--- config.mk ---
export PLATFORM = sky130hd
export DESIGN_NAME = mul_pipe_hs
export DESIGN_NICKNAME = d
export VERILOG_FILES = /design/src/rtl/mul_pipe_hs.sv
export SDC_FILE = /design/constraint.sdc
export NUM_CORES = 1
export LEC_CHECK = 0
export CAP_MARGIN = 20
export CORE_MARGIN = 1
export CORE_UTILIZATION = 45
export CTS_CLUSTER_SIZE = 12
export DETAILED_ROUTE_END_ITERATION = 6
export PLACE_DENSITY = 0.64
export RECOVER_POWER = 100
export SKIP_LAST_GASP = 1
export SLEW_MARGIN = 20
export SYNTH_ARGS = -nofsm -noshare
export SYNTH_HDL_FRONTEND = slang
export SYNTH_SLANG_ARGS = --single-unit
export TNS_END_PERCENT = 10
--- constraint.sdc ---
create_clock -name clk_i -period 6.7 [get_ports clk_i]
set_clock_uncertainty 0.15 [all_clocks]
set_input_delay 2.01 -clock clk_i [delete_from_list [all_inputs] [get_ports clk_i]]
set_output_delay 2.01 -clock clk_i [all_outputs]
set_load 0.02 [all_outputs]
--- src/rtl/mul_pipe_hs.sv ---
// mul_pipe_hs: pipelined DWIDTH x DWIDTH multiplier with valid/ready handshake and tag passthrough.
// Define MUL_PIPE_OPCNT_EN to build the completed-operation counter driven on op_cnt_o.
module mul_pipe_hs #(
    parameter int unsigned DWIDTH = 11,
    parameter int unsigned STAGES = 3,
    parameter int unsigned TAGW   = 4
) (
    input  logic                  clk_i,
    input  logic                  rst_ni,
    input  logic                  in_valid_i,
    output logic                  in_ready_o,
    input  logic [DWIDTH-1:0]     a_i,
    input  logic [DWIDTH-1:0]     b_i,
    input  logic                  signed_i,
    input  logic [TAGW-1:0]       tag_i,
    output logic                  out_valid_o,
    input  logic                  out_ready_i,
    output logic [2*DWIDTH-1:0]   res_o,
    output logic [TAGW-1:0]       tag_o,
    output logic [31:0]           op_cnt_o
);

    localparam int unsigned PW = 2 * DWIDTH;

    logic              en;

    // Operand stage: the multiply is formed combinationally from these registers.
    logic              s0_valid_q;
    logic [DWIDTH-1:0] s0_a_q;
    logic [DWIDTH-1:0] s0_b_q;
    logic              s0_signed_q;
    logic [TAGW-1:0]   s0_tag_q;

    logic [PW-1:0]     a_ext;
    logic [PW-1:0]     b_ext;
    logic [PW-1:0]     prod;

    // Product delay stages; the last one drives the outputs.
    logic [STAGES-1:0] vld_q;
    logic [PW-1:0]     prod_q [STAGES];
    logic [TAGW-1:0]   tag_q  [STAGES];

    assign en         = ~out_valid_o | out_ready_i;
    assign in_ready_o = en;

    always_comb begin
        a_ext = s0_signed_q ? {{DWIDTH{s0_a_q[DWIDTH-1]}}, s0_a_q} : {{DWIDTH{1'b0}}, s0_a_q};
        b_ext = s0_signed_q ? {{DWIDTH{s0_b_q[DWIDTH-1]}}, s0_b_q} : {{DWIDTH{1'b0}}, s0_b_q};
        prod  = a_ext * b_ext;
    end

    always_ff @(posedge clk_i) begin
        if (!rst_ni) begin
            s0_valid_q  <= 1'b0;
            s0_a_q      <= '0;
            s0_b_q      <= '0;
            s0_signed_q <= 1'b0;
            s0_tag_q    <= '0;
            vld_q       <= '0;
            for (int k = 0; k < STAGES; k++) begin
                prod_q[k] <= '0;
                tag_q[k]  <= '0;
            end
        end else if (en) begin
            s0_valid_q <= in_valid_i;
            // Data captured only with a real beat so idle-bus X never enters the pipe.
            if (in_valid_i) begin
                s0_a_q      <= a_i;
                s0_b_q      <= b_i;
                s0_signed_q <= signed_i;
                s0_tag_q    <= tag_i;
            end
            vld_q[0] <= s0_valid_q;
            if (s0_valid_q) begin
                prod_q[0] <= prod;
                tag_q[0]  <= s0_tag_q;
            end
            for (int k = 1; k < STAGES; k++) begin
                vld_q[k]  <= vld_q[k-1];
                prod_q[k] <= prod_q[k-1];
                tag_q[k]  <= tag_q[k-1];
            end
        end
    end

    assign out_valid_o = vld_q[STAGES-1];
    assign res_o       = prod_q[STAGES-1];
    assign tag_o       = tag_q[STAGES-1];

`ifdef MUL_PIPE_OPCNT_EN
    logic [31:0] op_cnt_q;

    always_ff @(posedge clk_i) begin
        if (!rst_ni) begin
            op_cnt_q <= '0;
        end else if (out_valid_o && out_ready_i) begin
            op_cnt_q <= op_cnt_q + 32'd1;
        end
    end

    assign op_cnt_o = op_cnt_q;
`else
    assign op_cnt_o = '0;
`endif

endmodule

==> results of run 1 <==
-- through the flow --
stage / area [um^2] / setup WS (ps)
6_report: 11700 / 350
5_1_grt: 11700 / 41.0
3_5_place_dp: 11400 / 176
3_3_place_gp: 11400 / 292
4_1_cts: 11700 / 202
2_1_floorplan: 10900 / 487
-- cell usage in the layout, fill, tap and decap left out, types with 4 or more instances in the layout --
| cell | synthesis | layout |
|---|---|---|
| dlygate4sd3_1 | 0 | 29 |
| nand2_1 | 133 | 133 |
| a21o_1 | 8 | 8 |
| xnor2_1 | 24 | 24 |
| a21oi_1 | 14 | 14 |
| inv_1 | 149 | 149 |
| fa_1 | 150 | 150 |
| dfxtp_1 | 31 | 30 |
| nand3_1 | 5 | 5 |
| and2_1 | 73 | 70 |
| nor2_1 | 19 | 19 |
| o21a_1 | 4 | 4 |
| ha_1 | 79 | 79 |
| nand2b_1 | 4 | 4 |
| a21boi_0 | 30 | 30 |
| o21ai_0 | 6 | 5 |
| o211ai_1 | 4 | 4 |
| edfxtp_1 | 78 | 78 |
| buf_4 | 58 | 19 |
| xor2_1 | 5 | 5 |
| conb_1 | 1 | 32 |
| clkbuf_16 | 0 | 9 |
| clkdlybuf4s50_1 | 0 | 28 |
| nor3_1 | 5 | 5 |
| and3_1 | 73 | 73 |
| o21ai_1 | 3 | 4 |
-- logic make-up after synthesis --
family | Yosys count
and+or+nand+nor | 321
buffers and inverters | 258
adders and majority gates | 229
DFF | 109
AOI/OAI and AO/OA | 86
xor gates and xnor gates | 32
muxes | 3
other | 1
-- registers in the layout, indices dropped and copies added (netlist names) --
register	count
s0_a_q	11
tag_q	12
prod_q	66
s0_tag_q	4
s0_b_q	11
s0_valid_q	1
s0_signed_q	1
vld_q	3
-- path summary, 6_finish.rpt --
check                           startpoint                     endpoint  depth (start not counted)
setup / recovery  s0_signed_q$_SDFFE_PN0P_  prod_q[0][21]$_SDFFCE_PN0P_                         21
hold / removal    s0_tag_q[1]$_SDFFE_PN0P_     s0_tag_q[1]$_SDFFE_PN0P_                          2
setup reg to reg  s0_signed_q$_SDFFE_PN0P_  prod_q[0][21]$_SDFFCE_PN0P_                         21
hold reg to reg   s0_tag_q[1]$_SDFFE_PN0P_     s0_tag_q[1]$_SDFFE_PN0P_                          2
-- power breakdown --
group	leakage, uW	internal, uW	switching, uW	total [uW]
registers	0.00116	767	28.0	795
logic	0.00455	123	172	295
clock network	0.000151	269	278	547
total	0.00586	1160	478	1640
-- worst max-delay path, delay by kind of cell (launching register included) --
kind / cells / cell delay [ps]
adders and majority gates: 8 / 3890
AOI/OAI and AO/OA: 4 / 820
and+or+nand+nor: 3 / 500
DFF: 1 / 410
buffers and inverters: 6 / 340
-- routing by layer --
metal	wire length [um]	vias up	GRT usage
li1	-	3239	-
met1	10400	3243	0.265
met4	157	0	0.0392
met2	10100	119	0.304
met5	0	-	0
met3	590	10	0.0230
-- final cells by class --
cell class / instances / area, um^2
multi-input cells: 703 / 6710
clock inverters: 7 / 86.3
inverters: 149 / 559
fillers: 2163 / 11800
well taps: 319 / 399
clock buffers: 9 / 225
flip-flops and latches: 109 / 2960
repair buffers: 79 / 724
-- cell usage after synthesis, drive strengths merged, types with 5 or more instances --
cell type  number  area share
nand3           5      0.0023
xor2            5      0.0041
a21o            8      0.0056
and3           73       0.042
dfxtp          31       0.058
edfxtp         78        0.22
and2           73       0.042
nor2           19      0.0066
a21boi         31       0.022
inv           149       0.052
nand2         133       0.046
o21ai           9      0.0042
nor3            6      0.0033
buf            59       0.042
fa            150        0.28
clkbuf         50       0.017
xnor2          24       0.020
ha             79       0.092
a21oi          15      0.0073
-- timing repair --
item | CTS | global route
setup endpoints to repair | 0 | 4
gates resized for setup | 0 | 5
setup buffers | 0 | 0
hold endpoints to repair | 0 | 0
==> metrics.csv, run 1 <==
metric;value;unit
CP Cell Sequence;and2_2, nand2_1, fa_1, inv_1, fa_1, inv_1, fa_1, inv_1, fa_1, inv_1, fa_1, inv_1, fa_1, fa_1, ha_1, inv_1, a2111oi_1, a21bo_2, a21oi_2, o21ai_0, nor3b_2;
1st-iter DRT viols;308;
# hold bufs at CTS;0;
Via Count;6611;
main combinational cell family by area after synthesis;adder cells;
Final min period;6350;ps
asr flop ratio synth;0;
die height;157;um
final WL;21200;um
Synth Instances;1039;
CP max FO;7;
multiplexer share of the synthesized area;0.00279;
Placer Congestion;0.825;
CTS root buffer;clkbuf_16;
area grow syn2layout;8.49;%
post-synthesis simple-gate area fraction;0.151;
First-pass DRT Iterations;5;
H-tree depth;3;
HPWL after DPL;17200;um
area fraction in compound gates after synthesis;0.0580;
Mapped Avg Cell Area;10.4;um^2
die area;24500;um^2
DP Cell Count;1359;
CTS tree;done;
DRC violation count after routing;0;
port buffer count;58;
r2r setup slk;350;ps
Synth Cell Area;10800;um^2
RSZ-0062 raised after global routing;false;
Worst-path clk slew;80;ps
top_reg_cell synth;edfxtp_1;
Final Hold Vio Count;0;
Top-Level Pins;91;
critical setup path kind;reg -> reg;
largest net degree at the start of global routing;67;
share of layout cells above drive strength 1;0.0426;
fmax;157;MHz
Worst-Margin Slew;2190;ps
Synth Area in Adders;0.371;
CP Capture Type;register;
GR Util All Layers;0.186;
number of synthesized flops with an enable pin;78;
Setup violations, final;0;
Tcrit/Tclk final;0.948;
Max-Cap Viols;3;
diode count;0;
row count;56;
violated checks;capacitance limit, slew limit;
worst min-delay path class;reg -> reg;
flops & latches, synth;109;
CP Data Arrival Time;6300;ps
Die Width;157;um
CP max-delay cell;fa_1;
worst-case vdd ir drop;0.000141;V
power after layout;1640;uW
Worst EP required;6650;ps
drt wl/cell;15.4;um
XOR/XNOR Fraction of Synth Area;0.0300;
Power Dens Cells;140;nW/um^2
Antenna Violating Nets Remaining;0;
initial antenna violation count;0;
crit-path max cell delay;540;ps
core area;23500;um^2
Initial Util;0.458;
relative slew slack;-0.458;
hold_ws;314;ps
status;finished with violations;
Yosys warning count;0;
CP dominant cell by count;fa_1;
Total Nets Final;1311;
setup_tns;0;ps
register area share after synthesis;0.275;
GR Overflow Total;0;
CTS Buf Count;9;
max-slew violation count;182;
P_leak;0.00586;uW
Unique masters post-synth;49;
vias in the first global route;6643;
Non-Filler Instances;1375;
Clock Tree Buf Depth;2;
Startpoint Class;register;
post-layout util;0.497;
# clock sinks;109;
first-pass GRT wire length;34900;um
Via density;4.81;
Clk Latency, worst-skew pair;360;ps
No activity file was read; power rests on OpenSTA's default activity.
==> run 2, diff against run 1 <==
ABC_AREA = 1   (was default)
PLACE_DENSITY = 0.63   (was 0.64)
REMOVE_ABC_BUFFERS = 1   (was default)
==> metrics.csv, run 2 <==
metric;value;unit;change
Worst-Margin Slew;2030;ps;-152 ps
CP dominant cell by count;fa_1;;
initial antenna violation count;0;;unchanged
relative slew slack;-0.356;;+0.101
Clk Latency, worst-skew pair;360;ps;about the same
largest area contributor in the synthesized netlist;fa_1;;
Post-Place Worst Slack;128;ps;-48.4 ps
CP Cell Sequence;nand2_1, clkinvlp_4, nand2_1, fa_1, inv_1, fa_2, clkinvlp_4, buf_4, fa_1, fa_1, fa_1, inv_1, fa_1, fa_1, ha_4, inv_1, nor3_2, nand2_1, nor3_1, nor2_1, a21oi_1, nor2_1;;
register area share after synthesis;0.270;;-0.00583
Placer Congestion;0.859;;+4.1%
largest net degree at the start of global routing;46;;-31%
First-pass DRT Iterations;5;;unchanged
fmax;157;MHz;about the same
Top-Level Pins;91;;unchanged
Die Width;158;um;+1.1%
sequential share of power;0.423;;-0.063
Final min period;6350;ps;+0.0380 ps
port buffer count;58;;unchanged
core area;23700;um^2;+0.90%
Mapped Avg Cell Area;8.58;um^2;-17%
number of synthesized flops with an enable pin;78;;unchanged
Startpoint Class;register;;
Unique masters post-synth;36;;-27%
Via Count;7669;;+16%
HPWL after DPL;18100;um;+5.8%
Largest regs;prod_q x66, tag_q x12;;
Antenna Violating Nets Remaining;0;;unchanged
Commonest cells post-synth;inv_1 (320), nand2_1 (236), fa_1 (150);;
violated checks;capacitance limit, slew limit;;
flops & latches, synth;109;;unchanged
Final Hold Vio Count;0;;unchanged
Yosys warning count;0;;unchanged
CTS tree;done;;
final WL;22400;um;+6.0%
Total Nets Final;1568;;+20%
most frequent cells in the layout;inv_1 (319), nand2_1 (236), fa_1 (149), nor2_1 (130);;
most frequent cell after synthesis;inv_1;;
max reg flops;66;;unchanged
H-tree depth;3;;unchanged
top_reg_cell synth;edfxtp_1;;
CP Data Arrival Time;6310;ps;about the same
Largest Register;prod_q;;
P_leak;0.00655;uW;+12%
CTS root buffer;clkbuf_16;;
first-pass GRT wire length;39400;um;+13%
setup_tns;0;ps;unchanged
GR Util All Layers;0.205;;+0.0193
drt wl/cell;13.7;um;-11%
Via density;4.70;;-2.3%
# hold bufs at CTS;0;;unchanged
Non-Filler Instances;1632;;+19%
P_int;1300;uW;+12%
DRC violation count after routing;0;;unchanged
DP Cell Count;1613;;+19%
vias in the first global route;8156;;+23%
1st-iter DRT viols;430;;+40%
asr flop ratio synth;0;;unchanged
crit-path max cell delay;580;ps;+40 ps
synth top area cells;fa_1 (27%), edfxtp_1 (21%), inv_1 (11%), ha_1 (9.0%), nand2_1 (8.1%);;
Yosys top cell area share;0.273;;-0.00591
CP max-delay cell;fa_2;;
die height;158;um;+1.1%
diode count;0;;unchanged
CTS Buf Count;9;;unchanged
CP Capture Type;register;;
# clock sinks;109;;unchanged
Tcrit/Tclk final;0.948;;about the same
Combinational Power Share;0.319;;+0.139
Synth Instances;1281;;+23%
Worst-path clk slew;80;ps;about the same
worst min-delay path class;reg -> reg;;
Initial Util;0.464;;+0.00576
critical setup path kind;reg -> reg;;
area grow syn2layout;9.00;%;
Sw Share;0.348;;+0.0563
GR Overflow Total;0;;unchanged
share of layout cells above drive strength 1;0.0381;;-0.00453
row count;56;;unchanged
clock network fraction of design power;0.258;;-0.076
commonest non-fill, non-tap cell in the layout;inv_1;;
Power Dens Cells;167;nW/um^2;+19%
worst-case vdd ir drop;0.000105;V;-26%
Clock Tree Buf Depth;2;;unchanged
post-route setup slack;350;ps;-0.0380 ps
Max-Cap Viols;2;;-1
max-slew violation count;41;;-77%
Worst EP required;6660;ps;about the same
NetSw;695;uW;+45%
CP max FO;7;;unchanged
Synth Cell Area;11000;um^2;+2.2%
die area;25100;um^2;+2.1%
status;finished with violations;;
Setup violations, final;0;;unchanged
[run 2: changes by cell type after synthesis, moves of 23 or more]
cell	delta
a21boi_0	-30
a21oi_1	+31
and2_1	-73
and3_1	-73
inv_1	+171
nand2_1	+103
nor2_1	+111
o21ai_0	+43
xnor2_1	-23
[run 2: worst max-delay path, delay by kind of cell (launching register included)]
kind	cells	cell delay, ps
flip-flops	1	390
AO/OA/AOI/OAI	1	130
buffers and inverters	6	700
adder cells (fa/ha/maj)	8	3880
AND/OR/NAND/NOR	7	850
[run 2: path summary, 6_finish.rpt]
path | startpoint | endpoint | slack (ps) | cells after the start
max | s0_signed_q$_SDFFE_PN0P_ | prod_q[0][21]$_SDFFCE_PN0P_ | 350 | 22
max reg2reg | s0_signed_q$_SDFFE_PN0P_ | prod_q[0][21]$_SDFFCE_PN0P_ | 350 | 22
min | s0_tag_q[3]$_SDFFE_PN0P_ | s0_tag_q[3]$_SDFFE_PN0P_ | 310 | 2
min reg2reg | s0_tag_q[3]$_SDFFE_PN0P_ | s0_tag_q[3]$_SDFFE_PN0P_ | 310 | 2
[run 2: cell type report]
| cell class | count | area, um^2 |
|---|---|---|
| fillers | 2307 | 11700 |
| multi-input cells | 782 | 6380 |
| flip-flops and latches | 109 | 2970 |
| inverters | 324 | 1220 |
| repair buffers | 82 | 738 |
| well taps | 319 | 399 |
| clock buffers | 10 | 229 |
| clock inverters | 6 | 46.3 |
[run 2: layer usage]
metal | track usage | vias up | wire (um)
li1 | - | 3780 | -
met1 | 0.247 | 3680 | 9490
met2 | 0.378 | 169 | 11600
met3 | 0.0237 | 40 | 807
met4 | 0.0682 | 0 | 546
met5 | 0 | - | 0
[run 2: repair_timing]
action	CTS	global route
gates resized for setup	0	9
setup buffers	0	3
endpoints found under the setup margin	0	4
[run 2: cell families after synthesis]
logic type                 synth area share
buffers and inverters                 0.164
DFF                                   0.270
AOI/OAI and AO/OA                    0.0509
xor gates and xnor gates            0.00319
other                              0.000341
adders and majority gates             0.363
and+or+nand+nor                       0.149
[run 2: through the flow]
stage	hold slack (ps)	total power (uW)	cell area, um^2	utilization
6_report	314	2000	12000	0.506
5_1_grt	343	2160	12000	0.506
4_1_cts	311	2020	11900	0.504
3_5_place_dp	299	1500	11700	0.493
3_3_place_gp	291	1490	11700	0.493
2_1_floorplan	279	1300	10500	-
[run 2: power groups by stage]
stage | registers [uW] | clock network, uW | logic [uW]
CTS | 846 | 529 | 647
finish | 845 | 515 | 636
global placement | 859 | 0 | 635
global route | 854 | 553 | 751
floorplan | 868 | 0 | 432
detailed placement | 861 | 0 | 641
==> run 3, diff against run 2 <==
GPL_TIMING_DRIVEN = 0   (was default)
==> metrics.csv, run 3 (synthesis results as in run 2) <==
metric;value;unit;change
status;complete, no violations;;
final WL;22100;um;-1.3%
sequential share of power;0.420;;-0.003
first-pass GRT wire length;37900;um;-3.8%
GR Overflow Total;0;;unchanged
NetSw;715;uW;+2.9%
CTS root buffer;clkbuf_16;;
Sw Share;0.348;;-0.000726
Antenna Violating Nets Remaining;0;;unchanged
Largest regs;prod_q x66, tag_q x12;;
row count;56;;unchanged
First-pass DRT Iterations;5;;unchanged
CP Data Arrival Time;6400;ps;+90 ps
Final min period;6440;ps;+85.2 ps
most frequent cells in the layout;inv_1 (318), nand2_1 (233), fa_1 (149), nor2_1 (126), edfxtp_1 (78);;
CP Capture Type;register;;
Startpoint Class;register;;
# clock sinks;109;;unchanged
diode count;0;;unchanged
Setup violations, final;0;;unchanged
Max-Cap Viols;0;;-2
GR Util All Layers;0.196;;-0.00891
share of layout cells above drive strength 1;0.0440;;+0.00593
fillcell total;2306;;-0.043%
CTS tree;done;;
commonest non-fill, non-tap cell in the layout;inv_1;;
P_int;1340;uW;+3.2%
Final Hold Vio Count;0;;unchanged
area grow syn2layout;8.65;%;
DRC violation count after routing;0;;unchanged
Tcrit/Tclk final;0.961;;+0.0127
Via density;4.74;;+0.88%
register area;2990;um^2;+0.63%
CP max FO;8;;+1
# hold bufs at CTS;0;;unchanged
port buffer count;58;;unchanged
critical setup path kind;reg -> reg;;
Via Count;7651;;-0.23%
Die Width;158;um;unchanged
vias in the first global route;7947;;-2.6%
CTS Buf Count;9;;unchanged
max-slew violation count;0;;-100%
Top-Level Pins;91;;unchanged
power after layout;2060;uW;+3.1%
Worst-path clk slew;80;ps;about the same
Total Nets Final;1550;;-1.1%
largest net degree at the start of global routing;57;;+24%
Worst-Margin Slew;1470;ps;-564 ps
Largest Register;prod_q;;
Placer Congestion;0.841;;-2.1%
die height;158;um;unchanged
1st-iter DRT viols;370;;-14%
die area;25100;um^2;unchanged
RSZ-0062 raised after global routing;true;;
drt wl/cell;13.7;um;-0.22%
Combinational Power Share;0.304;;-0.015
Clk Latency, worst-skew pair;360;ps;about the same
core area;23700;um^2;unchanged
HPWL after DPL;17400;um;-3.9%
fmax;155;MHz;-1.3%
max reg flops;66;;unchanged
worst min-delay path class;reg -> reg;;
Power Dens Cells;172;nW/um^2;+3.4%
worst-case vdd ir drop;0.000120;V;+15%
Initial Util;0.464;;unchanged
clock network fraction of design power;0.277;;+0.019
Worst EP required;6670;ps;about the same
Multi-input gate area;6410;um^2;+0.59%
P_leak;0.00650;uW;-0.74%
relative slew slack;0.0198;;+0.376
initial antenna violation count;0;;unchanged
H-tree depth;3;;unchanged
Clock Tree Buf Depth;2;;unchanged
hold_ws;313;ps;-1.69 ps
[run 3: worst paths after layout]
path	from	to	slack (ps)	depth (start not counted)
setup / recovery	s0_signed_q$_SDFFE_PN0P_	prod_q[0][21]$_SDFFCE_PN0P_	260	22
hold / removal	s0_tag_q[1]$_SDFFE_PN0P_	s0_tag_q[1]$_SDFFE_PN0P_	310	2
setup reg to reg	s0_signed_q$_SDFFE_PN0P_	prod_q[0][21]$_SDFFCE_PN0P_	260	22
hold reg to reg	s0_tag_q[1]$_SDFFE_PN0P_	s0_tag_q[1]$_SDFFE_PN0P_	310	2
[run 3: power groups by stage]
stage / clock [uW] / sequential [uW] / combinational (uW)
after floorplan: 0 / 868 / 432
after global placement: 0 / 878 / 606
after detailed placement: 0 / 879 / 622
after CTS: 583 / 864 / 630
after global routing: 604 / 873 / 727
final: 569 / 864 / 625
[run 3: metrics by stage]
stage	instances	utilization	setup TNS (ps)	setup WS [ps]	area, um^2
floorplan	1215	-	0	638	10500
CTS	1610	0.502	0	42.3	11900
global placement	1592	0.486	-742	-324	11500
detailed placement	1594	0.488	-790	-321	11600
global route	1614	0.504	-27.0	-27.0	11900
finish	1614	0.504	0	264	11900
[run 3: final cells by class]
| cell class | count | share of cell area |
|---|---|---|
| Multi-Input combinational cell | 782 | 0.537 |
| Sequential cell | 109 | 0.250 |
| Inverter | 324 | 0.102 |
| Timing Repair Buffer | 64 | 0.0514 |
| Tap cell | 319 | 0.0334 |
| Clock buffer | 10 | 0.0192 |
| Clock inverter | 6 | 0.00660 |
[run 3: critical path, cell delays in order (launching register included)]
cell and delay (ps):
dfxtp_4 440, nand2_2 100, clkinvlp_4 140, nand2_1 110, fa_1 560, inv_1 70, fa_2 600, inv_2 130
fa_1 500, inv_1 70, fa_1 480, fa_1 560, fa_1 430, fa_1 520, ha_2 310, a21oi_2 180
o21ai_0 150, a21oi_1 160, o21ai_0 100, nor2_1 210, nand3_1 100, nand2_1 70, nor2_1 40
[run 3: metal layers]
layer  global-route usage  up-vias  wire [um]  part of all wire
li1                     -     3746          -                 -
met1                0.237     3716       9370              0.42
met2                0.363      151      11500              0.52
met3               0.0261       38        791             0.036
met4               0.0540        0        452             0.020
met5                    0        -          0                 0
[run 3: timing repair]
action / in CTS / in global routing
resized for setup: 7 / 23
pin swaps: 0 / 1
endpoints found under the setup margin: 5 / 6
setup buffers: 0 / 3
